## src/rtl/button_debounce.sv

```systemverilog
// rtl/button_debounce.sv - push-button synchroniser, debouncer and press/release/hold strobe generator
//
// Purpose:
//   Conditions raw board push-buttons for the button/LED logic. Each channel
//   is synchronised into the clk domain, normalised to active-high and
//   debounced by its own state machine. A channel reports a clean level plus
//   single-cycle press, release and long-hold strobes.
//
// Ports:
//   clk          system clock, all state on the rising edge
//   rst          asynchronous active-low reset (0 = reset)
//   btn_raw      raw asynchronous button pins, one bit per channel
//   btn_level    debounced level, 1 = pressed
//   btn_press    one-cycle strobe on an accepted press
//   btn_release  one-cycle strobe on an accepted release
//   btn_hold     one-cycle strobe once a press has lasted HOLD_CYCLES

module button_debounce #(
  parameter int N_BUTTONS       = 2,
  parameter int DEBOUNCE_CYCLES = 1000000,
  parameter int HOLD_CYCLES     = 100000000,
  parameter int ACTIVE_LOW      = 1
) (
  input  logic                 clk,
  input  logic                 rst,
  input  logic [N_BUTTONS-1:0] btn_raw,
  output logic [N_BUTTONS-1:0] btn_level,
  output logic [N_BUTTONS-1:0] btn_press,
  output logic [N_BUTTONS-1:0] btn_release,
  output logic [N_BUTTONS-1:0] btn_hold
);

  localparam int DW = $clog2(DEBOUNCE_CYCLES);
  localparam int HW = $clog2(HOLD_CYCLES + 1);

  localparam logic [DW-1:0] DEB_LAST = DW'(DEBOUNCE_CYCLES - 1);
  localparam logic [HW-1:0] HOLD_MAX = HW'(HOLD_CYCLES);
  localparam logic [HW-1:0] HOLD_PRE = HW'(HOLD_CYCLES - 1);

  // Raw pin level when the button is not pressed.
  localparam logic IDLE_RAW = (ACTIVE_LOW != 0);

  typedef enum logic [1:0] {
    RELEASED     = 2'd0,
    PRESS_WAIT   = 2'd1,
    PRESSED      = 2'd2,
    RELEASE_WAIT = 2'd3
  } state_e;

  for (genvar g = 0; g < N_BUTTONS; g++) begin : g_ch
    logic          sync1_q;
    logic          sync2_q;
    state_e        state_q;
    logic [DW-1:0] deb_cnt_q;
    logic [HW-1:0] hold_cnt_q;
    logic          level_q;
    logic          press_q;
    logic          release_q;
    logic          hold_q;
    logic          pressed_in;

    // Normalised input: 1 means the button is pressed regardless of pin polarity.
    assign pressed_in = sync2_q ^ IDLE_RAW;

    always_ff @(posedge clk or negedge rst) begin
      if (!rst) begin
        // Synchroniser starts at the idle pin level so reset exit cannot look like a press.
        sync1_q    <= IDLE_RAW;
        sync2_q    <= IDLE_RAW;
        state_q    <= RELEASED;
        deb_cnt_q  <= '0;
        hold_cnt_q <= '0;
        level_q    <= 1'b0;
        press_q    <= 1'b0;
        release_q  <= 1'b0;
        hold_q     <= 1'b0;
      end else begin
        sync1_q   <= btn_raw[g];
        sync2_q   <= sync1_q;
        press_q   <= 1'b0;
        release_q <= 1'b0;
        hold_q    <= 1'b0;

        // Hold time keeps running through release bounces and saturates, so the
        // strobe can fire only once per accepted press.
        if ((state_q == PRESSED || state_q == RELEASE_WAIT) && hold_cnt_q != HOLD_MAX) begin
          hold_cnt_q <= hold_cnt_q + 1'b1;
          if (hold_cnt_q == HOLD_PRE) begin
            hold_q <= 1'b1;
          end
        end

        case (state_q)
          RELEASED: begin
            if (pressed_in) begin
              state_q   <= PRESS_WAIT;
              deb_cnt_q <= '0;
            end
          end
          PRESS_WAIT: begin
            if (!pressed_in) begin
              state_q <= RELEASED;
            end else if (deb_cnt_q == DEB_LAST) begin
              state_q    <= PRESSED;
              press_q    <= 1'b1;
              level_q    <= 1'b1;
              hold_cnt_q <= '0;
            end else begin
              deb_cnt_q <= deb_cnt_q + 1'b1;
            end
          end
          PRESSED: begin
            if (!pressed_in) begin
              state_q   <= RELEASE_WAIT;
              deb_cnt_q <= '0;
            end
          end
          RELEASE_WAIT: begin
            if (pressed_in) begin
              state_q <= PRESSED;
            end else if (deb_cnt_q == DEB_LAST) begin
              state_q   <= RELEASED;
              release_q <= 1'b1;
              level_q   <= 1'b0;
            end else begin
              deb_cnt_q <= deb_cnt_q + 1'b1;
            end
          end
          default: begin
            state_q <= RELEASED;
          end
        endcase
      end
    end

    assign btn_level[g]   = level_q;
    assign btn_press[g]   = press_q;
    assign btn_release[g] = release_q;
    assign btn_hold[g]    = hold_q;
  end

endmodule

```

## config.mk

```make
export PLATFORM = sky130hd
export DESIGN_NAME = button_debounce
export DESIGN_NICKNAME = d
export VERILOG_FILES = /design/src/rtl/button_debounce.sv
export SDC_FILE = /design/constraint.sdc
export NUM_CORES = 1
export LEC_CHECK = 0
export ABC_AREA = 1
export CAP_MARGIN = 20
export CORE_ASPECT_RATIO = 0.9
export CORE_UTILIZATION = 50
export DETAILED_ROUTE_END_ITERATION = 6
export GPL_ROUTABILITY_DRIVEN = 0
export PLACE_DENSITY = 0.66
export SETUP_SLACK_MARGIN = 0.3
export SLEW_MARGIN = 20
export SYNTH_ARGS = -nofsm -noshare
export SYNTH_HDL_FRONTEND = slang
export SYNTH_SLANG_ARGS = --single-unit
```

## constraint.sdc

```tcl
create_clock -name clk -period 3.65 [get_ports clk]
set_input_delay 0.365 -clock clk [delete_from_list [all_inputs] [get_ports clk]]
set_output_delay 0.365 -clock clk [all_outputs]
set_load 0.02 [all_outputs]
```

==> results of run 1 <==
==> metrics by stage <==
stage	setup WS [ns]	cells	power [mW]	cell area [µm²]	utilization
detailed placement	1.549	1313	1.347	7664	0.5208
finish	1.545	1329	2.429	7995	0.5434
CTS	1.530	1329	2.462	7995	0.5434
global route	1.322	1329	2.518	7995	0.5434
floorplan	2.029	1133	1.304	7512	-
global placement	1.580	1313	1.345	7664	0.5208
==> cell type report <==
| type | count | share of cell area |
|---|---|---|
| sequential | 110 | 0.3449 |
| clock buffer | 9 | 0.02817 |
| multi-input combinational | 849 | 0.4975 |
| inverter | 142 | 0.06729 |
| clock inverter | 7 | 0.01330 |
| tap | 198 | 0.03099 |
| timing repair buffer | 14 | 0.01784 |
==> worst max-delay path by stage <==
stage / start / slack [ns] / depth (start not counted) / end
6_report: g_ch[0].deb_cnt_q[0] / 1.54 / 8 / g_ch[0].deb_cnt_q[6]
5_1_grt: g_ch[1].state_q[0] / 1.32 / 6 / g_ch[1].deb_cnt_q[12]
4_1_cts: g_ch[1].deb_cnt_q[0] / 1.53 / 7 / g_ch[1].deb_cnt_q[15]
3_5_place_dp: g_ch[1].deb_cnt_q[0] / 1.55 / 7 / g_ch[1].deb_cnt_q[15]
3_3_place_gp: g_ch[1].state_q[0] / 1.58 / 6 / g_ch[1].deb_cnt_q[15]
2_1_floorplan: g_ch[0].deb_cnt_q[0] / 2.03 / 9 / g_ch[0].deb_cnt_q[17]
==> critical path, delay by kind of cell, from the launching register on <==
family	cells	cell delay, ns
fa+ha+maj	1	0.29
simple gates	5	0.96
buf+inv	1	0.24
compound gates	1	0.07
flops	1	0.43
==> layer usage <==
metal,vias up,wire (µm),track usage,share of wire
li1,3566,-,-,-
met1,3030,8690,0.3423,0.51
met2,133,7386,0.3617,0.43
met3,19,710,0.04419,0.042
met4,0,227,0.06544,0.013
met5,-,0,0,0
==> cells by family after synthesis <==
group / share of synthesized area
compound gates: 0.06096
xor+xnor: 0.02215
simple gates: 0.4364
fa+ha+maj: 0.009993
flops: 0.3671
buf+inv: 0.1034
==> power groups by stage <==
stage,clock [mW],sequential [mW],combinational [mW]
floorplan,0,1.26,0.0402
global placement,0,1.27,0.0763
detailed placement,0,1.27,0.0771
CTS,1.14,1.25,0.0776
global route,1.18,1.25,0.0879
finish,1.11,1.25,0.0746
==> cells in the final DEF (no fill, tap or decap), types with 3 or more instances in the layout <==
| master | Yosys | routed |
|---|---|---|
| nand3b_1 | 12 | 12 |
| nor2_1 | 149 | 149 |
| nor4_1 | 3 | 3 |
| clkbuf_16 | 0 | 9 |
| xor2_1 | 18 | 18 |
| o31ai_1 | 6 | 6 |
| dfrtp_1 | 106 | 106 |
| nand3_1 | 70 | 70 |
| nor2_2 | 16 | 16 |
| clkdlybuf4s50_1 | 0 | 10 |
| inv_2 | 6 | 6 |
| buf_4 | 10 | 3 |
| ha_1 | 6 | 6 |
| nor3_1 | 32 | 32 |
| dfstp_2 | 4 | 4 |
| nor2_4 | 4 | 4 |
| nand4_1 | 38 | 38 |
| a21oi_1 | 26 | 26 |
| o21ai_1 | 8 | 8 |
| nand3_2 | 10 | 10 |
| nand2_1 | 386 | 386 |
| inv_1 | 133 | 133 |
| nand2_2 | 4 | 4 |
| o21ai_0 | 45 | 45 |
==> results_dict.tcl, run 1 <==
set metrics [dict create \
    fillers 1461 \
    core_um2 14710 \
    combinationalPowerShare 0.031 \
    cp.required_ns 3.90 \
    ioPinCount 12 \
    path_common_cell "nand3_2" \
    layout-drive-gt1-share 0.06808 \
    fmaxAchievable_mhz 475.0 \
    cp-end-kind "flop" \
    die_y_um 118.3 \
    hold_buffers 0 \
    rows 42 \
    h-tree-depth 3 \
    cp_slowest_cell "dfrtp_1" \
    synth_edf_count 0 \
    reg2reg_slack_ns 1.54 \
    grt_max_degree 60 \
    cts_setup_buffers 0 \
    status "complete, no violations" \
    dr.pass1.iters 6 \
    syn_nets 1143 \
    multi_input_area_um2 3978 \
    power.share.clock 0.457 \
    vdd_ir_drop_max_v 0.0002326 \
    synth_warnings 0 \
    ys_seq_elements 110 \
    hold_viol_final 0 \
    yosysMostFrequentCell "nand2_1" \
    path_class "flop to flop" \
    cts_resized 0 \
    clock_path_buffers 2 \
    synthCells 1133 \
    worst_slew_pin_slew_ns 0.6888 \
    track_usage 0.2369 \
    finalCritPeriodShare 0.5768 \
    cp_cell_sequence "ha_1 > nand3_2 > nor2_4 > nand3_2 > nand2_2 > inv_2 > nand4_1 > o21ai_1" \
    wire_per_inst_um 12.80 \
    overflow 0 \
    fin_tns_setup_ns 0 \
    switchingPower_uw 569.3 \
    r2r_start "g_ch[0].deb_cnt_q[0]" \
    grt_pass1_wl_um 30020 \
    grt_pass1_vias 6252 \
    max_slew_margin 0.5408 \
    antenna_cells 0 \
    hpwlAfterDp_um 12440 \
    antenna_left 0 \
    drc 0 \
    die_area_um2 15520 \
    syn_avg_cell_area_um2 6.630 \
    hp-class "input port to asynchronous set/reset pin" \
    fin_crit_ns 2.105 \
    initial_utilization 0.5105 \
    cts_sinks 110 \
    drv_cap 0 \
    clk_latency_ns 0.36 \
    worstPathArrival_ns 2.35 \
    ys_seq_area_frac 0.3671 \
    hold_slack_ns 0.04773 \
    cts_inserted_buffers 9 \
    wirelength_um 17010 \
    fin_nets 1136 \
    power-per-cell-area_nw_per_um2 303.9 \
    cts_root_buf "clkbuf_16" \
    regMostFlops "g_ch.hold_cnt_q" \
    rsz0062_at_grt "no" \
    antenna_found_initial 0 \
    regArea_um2 2758 \
    port_buffers 11 \
    viasPerCell 5.078 \
    synth_ff_type "dfrtp_1" \
    critical_path.max_stage_delay_ns 0.43 \
    p_leak_nw 3.564 \
    syn_area_um2 7512 \
    skew_ns 0.007434 \
    layout-area-overhead-vs-synth_pct 6.429 \
    ys_top_cells_by_count "nand2_1 (386), nor2_1 (149), inv_1 (133)" \
    power_frac_seq 0.513 \
    largest_register_ffs 54 \
    reg_top3 "g_ch.hold_cnt_q x54, g_ch.deb_cnt_q x40" \
    yosysUniqueCellTypes 40 \
    r2r_end "g_ch[0].deb_cnt_q[6]" \
    r2r_cells 8 \
    first_iter_violations 570 \
    vias 6748 \
    p_sw_frac 0.2343 \
    cts_tree "built" \
    synth.top_cell.area_share 0.3531 \
    synth_top_area_cell "dfrtp_1" \
    cp-start-kind "flop" \
    fp.dieW_um 131.2 \
    synth_area_leaders "dfrtp_1 (35%), nand2_1 (19%), nor2_1 (7.4%)" \
    ys_async_sr_fraction 1.000 \
    path_clk_slew_ns 0.08 \
    p_int_mw 1.860 \
    setup_viol 0 \
    critPathMaxFanout 27 \
    slew_violations 0 \
]
Note: power is estimated with default switching activity, not from simulation.
==> run 2, diff against run 1 <==
==> constraint.sdc (replaced) <==
create_clock -name clk -period 2.12 [get_ports clk]
set_input_delay 0.212 -clock clk [delete_from_list [all_inputs] [get_ports clk]]
set_output_delay 0.212 -clock clk [all_outputs]
set_load 0.02 [all_outputs]
==> run 2 against run 1 <==
Utilization rose by 2.4 points. Clock-buffer cell count rose by 2. Clock power rose by 48%. Final area rose by 4.5%. Wire length rose by 7.0%. Total power rose by 63%. Register-to-register slack got worse by 1.2 ns. Clock skew rose by 0.0041 ns. Critical path depth fell by 1. Flip-flop and latch count did not move. Largest power group unchanged.
==> results_dict.tcl, run 2 (synthesis results as in run 1) <==
set metrics [dict create \
    status "complete, no violations" \
    fin_util 0.5679 \
    critPathMaxFanout 7 \
    cts_root_buf "clkbuf_16" \
    combinationalPowerShare 0.042 \
    instances_no_fill 1364 \
    fin_tns_setup_ns 0 \
    grt_pass1_wl_um 29930 \
    h-tree-depth 3 \
    cts_tree "built" \
    cp_cell_sequence "ha_2 > nand3_2 > nor2_4 > nand3_4 > or2_4 > nand2_1 > nor2_1" \
    cts_sinks 110 \
    worst_slew_pin_slew_ns 0.5270 \
    antenna_cells 0 \
    power.share.clock 0.416 \
    vdd_ir_drop_max_v 0.0004634 \
    rows 42 \
    wire_per_inst_um 13.34 \
    finalCritPeriodShare 0.8163 \
    first_iter_violations 481 \
    skew_ns 0.01156 \
    final_cell_mix "nand2_1 (383), nor2_1 (146), inv_1 (131)" \
    slew_violations 0 \
    grt_pass1_vias 6150 \
    reg2reg_slack_ns 0.39 \
    largest_register_ffs 54 \
    dp.cells 1322 \
    track_usage 0.2373 \
    cts_inserted_buffers 9 \
    hpwlAfterDp_um 12950 \
    drc 0 \
    vias 6964 \
    reg_top3 "g_ch.hold_cnt_q x54, g_ch.deb_cnt_q x40" \
    critical_path.max_stage_delay_ns 0.38 \
    hp-class "input port to flop" \
    drv_cap 0 \
    hold_viol_final 0 \
    path_clk_slew_ns 0.07 \
    cp-start-kind "flop" \
    cp_slowest_cell "dfrtp_1" \
    layout-area-overhead-vs-synth_pct 11.23 \
    ioPinCount 12 \
    power-per-cell-area_nw_per_um2 473.1 \
    antenna_found_initial 0 \
    die_area_um2 15520 \
    p_int_mw 2.986 \
    path_class "flop to flop" \
    dr.pass1.iters 7 \
    cp-end-kind "flop" \
    port_buffers 11 \
    wirelength_um 18200 \
    fp.dieW_um 131.2 \
    rsz0062_at_grt "yes" \
    core_um2 14710 \
    switchingPower_uw 967.2 \
    clk_latency_ns 0.36 \
    overflow 0 \
    grt_max_degree 38 \
    clock_path_buffers 2 \
    final_common_cell "nand2_1" \
    setup_viol 0 \
    cp.required_ns 2.37 \
    antenna_left 0 \
    fin_nets 1171 \
    layout-drive-gt1-share 0.1106 \
    fmaxAchievable_mhz 577.9 \
    worstPathArrival_ns 1.98 \
    power_frac_seq 0.542 \
    die_y_um 118.3 \
    p_sw_frac 0.2447 \
    viasPerCell 5.106 \
    fin_crit_ns 1.730 \
    initial_utilization 0.5105 \
    regMostFlops "g_ch.hold_cnt_q" \
    p_leak_nw 3.691 \
    fillers 1477 \
    max_slew_margin 0.6459 \
]
[run 2: cell count changes in the layout (fill, tap and decap cells not counted), moves of 3 or more]
cell	delta
buf_6	+3
nand2_1	-3
ha_2	+4
or2_4	+3
ha_1	-5
nor2_1	-3
buf_4	+25
nand2_4	+4
[run 2: critical path: cells and delay by family, from the launching register on]
family / cells / cell delay [ns]
and+or+nand+nor: 6 / 1.01
adders and majority gates: 1 / 0.21
DFF: 1 / 0.38
[run 2: per-layer routing]
| layer | GRT usage | up-vias | part of all wire |
|---|---|---|---|
| li1 | - | 3639 | - |
| met1 | 0.3456 | 3165 | 0.51 |
| met2 | 0.3693 | 145 | 0.44 |
| met3 | 0.04033 | 15 | 0.036 |
| met4 | 0.04926 | 0 | 0.0099 |
| met5 | 0 | - | 0 |
[run 2: area by class of cell]
| cell class | count | area (µm²) | area share |
|---|---|---|---|
| Clock inverter | 5 | 41.29 | 0.004942 |
| Sequential cell | 110 | 2759 | 0.3302 |
| Clock buffer | 11 | 232.7 | 0.02785 |
| Multi-Input combinational cell | 854 | 4135 | 0.4949 |
| Timing Repair Buffer | 44 | 394.1 | 0.04717 |
| Inverter | 142 | 545.5 | 0.06529 |
| Tap cell | 198 | 247.7 | 0.02965 |
[run 2: through the flow]
stage / instance area [µm²] / total power [mW] / setup WS (ns) / hold WS (ns)
finish: 8356 / 3.953 / 0.3895 / 0.2597
CTS: 8080 / 3.988 / 0.3020 / 0.2468
global placement: 7731 / 2.328 / 0.2505 / 0.2041
detailed placement: 7731 / 2.330 / 0.1607 / 0.1998
global route: 8356 / 4.109 / 0.2424 / 0.2614
floorplan: 7512 / 2.245 / 0.4992 / -0.08359
[run 2: final timing paths]
path	from	to	cells after the start
hold reg to reg	g_ch[1].sync1_q	g_ch[1].sync2_q	0
hold / removal	btn_raw[0]	g_ch[0].sync1_q	1
min in group asynchronous	rst	g_ch[0].hold_cnt_q[6]	2
max in group asynchronous	rst	g_ch[1].deb_cnt_q[18]	3
setup reg to reg	g_ch[1].deb_cnt_q[0]	g_ch[1].hold_cnt_q[4]	7
setup / recovery	g_ch[1].deb_cnt_q[0]	g_ch[1].hold_cnt_q[4]	7
[run 2: power by group through the flow]
stage | clock network [mW] | logic (mW) | registers, mW
2_1_floorplan | 0 | 0.0692 | 2.18
3_3_place_gp | 0 | 0.146 | 2.18
3_5_place_dp | 0 | 0.148 | 2.18
4_1_cts | 1.70 | 0.152 | 2.14
5_1_grt | 1.77 | 0.190 | 2.15
6_report | 1.64 | 0.165 | 2.14
[run 2: timing repair]
item                                    in CTS  in global routing
pin swaps                                    2                  9
gates resized for setup                      7                 28
cloned                                       2                  3
hold endpoints to repair                    28                  0
setup buffers                                1                 19
endpoints found under the setup margin      50                 93
hold buffers                                 1                  0
==> run 3, diff against run 2 <==
--- a/config.mk
+++ b/config.mk
@@ -11,7 +11,7 @@
 export CORE_UTILIZATION = 50
 export DETAILED_ROUTE_END_ITERATION = 6
 export GPL_ROUTABILITY_DRIVEN = 0
-export PLACE_DENSITY = 0.66
+export PLACE_DENSITY = 0.69
 export SETUP_SLACK_MARGIN = 0.3
 export SLEW_MARGIN = 20
 export SYNTH_ARGS = -nofsm -noshare
==> constraint.sdc (replaced) <==
create_clock -name clk -period 1.5 [get_ports clk]
set_input_delay 0.15 -clock clk [delete_from_list [all_inputs] [get_ports clk]]
set_output_delay 0.15 -clock clk [all_outputs]
set_load 0.02 [all_outputs]
==> run 3 against run 2 <==
The run now ends with setup timing left. Register-to-register slack got worse by 0.59 ns. Via count increased by 27%. Utilization increased by 21 points. Combinational power increased to 2.8 times the previous value. Hold slack got worse by 0.089 ns. Maximum frequency increased by 1.7%. Sequential power increased by 41%. Final area increased by 36%. First-iteration DRC count increased by 47%. Clock-buffer cell count decreased by 2. Final cell count increased by 15%. Worst setup slack got worse by 0.59 ns. Critical path type unchanged. Critical endpoint is now g_ch[0].hold_cnt_q[10]. Highest routed layer unchanged.
==> results_dict.tcl, run 3 (synthesis results as in run 1) <==
set metrics [dict create \
    status "finished, violations left" \
    violations "setup timing" \
    timing.final.ws_setup_ns -0.2012 \
    path_clk_slew_ns 0.08 \
    cp-end-kind "flop" \
    core_um2 14710 \
    cts_sinks 110 \
    initial_utilization 0.5105 \
    antenna_found_initial 0 \
    cp-start-kind "flop" \
    critPathMaxFanout 6 \
    pre_cts_ws_ns -0.1734 \
    regMostFlops "g_ch.hold_cnt_q" \
    setup_viol 100 \
    rows 42 \
    crit_start "g_ch[0].hold_cnt_q[0]" \
    fin_crit_ns 1.701 \
    rsz0062_at_grt "yes" \
    hold_viol_final 0 \
    grt_pass1_vias 8258 \
    die_y_um 118.3 \
    cp.required_ns 1.82 \
    antenna_left 0 \
    power-per-cell-area_nw_per_um2 521.0 \
    grt_max_degree 34 \
    port_buffers 11 \
    cts_tree "built" \
    fin_util 0.7730 \
    worstPathArrival_ns 2.02 \
    dr.pass1.iters 7 \
    clock_path_buffers 2 \
    skew_ns 0.01030 \
    track_usage 0.3083 \
    die_area_um2 15520 \
    fillers 974 \
    r2r_cells 14 \
    worst_slew_pin_slew_ns 0.4134 \
    ioPinCount 12 \
    final_common_cell "nand2_1" \
    largest_register_ffs 54 \
    wire_per_inst_um 16.36 \
    final_cell_mix "nand2_1 (311), buf_4 (180), nor2_1 (117)" \
    r2r_end "g_ch[0].hold_cnt_q[10]" \
    finalCritPeriodShare 1.134 \
    slew_violations 0 \
    dp.cells 1495 \
    first_iter_violations 709 \
    p_leak_nw 5.282 \
    endpoint "g_ch[0].hold_cnt_q[10]" \
    instances_no_fill 1572 \
    cts_root_buf "clkbuf_16" \
    wirelength_um 25720 \
    regArea_um2 2764 \
    max_slew_margin 0.7244 \
    layout-drive-gt1-share 0.4017 \
    cts_inserted_buffers 9 \
    fmaxAchievable_mhz 587.8 \
    path_class "flop to flop" \
    drc 0 \
    antenna_cells 0 \
    clk_latency_ns 0.38 \
    h-tree-depth 3 \
    drv_cap 0 \
    hp-class "input port to flop" \
    vdd_ir_drop_max_v 0.0006399 \
    vias 8815 \
    reg_top3 "g_ch.hold_cnt_q x54, g_ch.deb_cnt_q x40" \
    fin_nets 1379 \
    layout-area-overhead-vs-synth_pct 51.40 \
    hpwlAfterDp_um 14800 \
    fp.dieW_um 131.2 \
    r2r_start "g_ch[0].hold_cnt_q[0]" \
    reg2reg_slack_ns -0.20 \
    viasPerCell 5.608 \
    overflow 0 \
    multi_input_area_um2 5110 \
    grt_pass1_wl_um 38650 \
]
## run 3: layout make-up
type	count	share of cell area
Timing Repair Buffer	248	0.2057
Timing Repair inverter	4	0.004180
Sequential cell	110	0.2430
Clock inverter	7	0.005061
Multi-Input combinational cell	854	0.4493
Inverter	142	0.05116
Tap cell	198	0.02178
Clock buffer	9	0.01980
## run 3: repair_timing
| action | 4_1_cts | 5_1_grt |
|---|---|---|
| pin swaps | 44 | 48 |
| setup endpoints to repair | 114 | 112 |
| buffers inserted | 32 | 11 |
| hold endpoints to repair | 20 | 0 |
| hold buffers | 1 | 0 |
| gates cloned | 11 | 6 |
| gates resized for setup | 195 | 192 |
## run 3: how the worst min path moves through the flow
stage               start                          to  slack [ns]  depth (start not counted)
3_3_place_gp          rst      g_ch[0].hold_cnt_q[23]        0.11                          1
3_5_place_dp          rst      g_ch[0].hold_cnt_q[23]        0.11                          1
5_1_grt        btn_raw[1]             g_ch[1].sync1_q        0.17                          1
4_1_cts        btn_raw[1]             g_ch[1].sync1_q        0.17                          1
2_1_floorplan         rst  asynchronous set/reset pin       -0.15                          0
6_report       btn_raw[1]             g_ch[1].sync1_q        0.17                          1
## run 3: per-layer routing
metal | part of all wire | track usage
met1 | 0.40 | 0.3902
met2 | 0.49 | 0.5246
met3 | 0.069 | 0.05062
met4 | 0.041 | 0.1228
met5 | 0 | 0
## run 3: stage by stage
step / power (mW) / setup TNS, ns / area, µm² / hold WS [ns]
CTS: 5.884 / -3.867 / 10620 / 0.1687
floorplan: 3.207 / -1.977 / 7667 / -0.1456
global route: 6.094 / -19.28 / 11370 / 0.1725
global placement: 3.361 / -5.556 / 9255 / 0.1097
detailed placement: 3.370 / -8.967 / 9255 / 0.1074
finish: 5.926 / -11.80 / 11370 / 0.1712
## run 3: report_power, final
group	total [mW]	leakage [nW]	switching, mW	internal (mW)
clock network	2.43	0.139	1.28	1.15
logic	0.469	3.64	0.268	0.201
registers	3.02	1.51	0.0299	2.99
## run 3: critical path, stage by stage, from the launching register on
cell and delay (ns):
dfrtp_1 0.42, inv_2 0.10, ha_4 0.13, nand2_2 0.05
nor2_1 0.08, nand2_1 0.09, nor2_2 0.16, nand2_4 0.10
nand2_8 0.11, buf_6 0.13, buf_6 0.10, nand2_2 0.03
nand2_1 0.04, nand2_1 0.05, inv_1 0.04
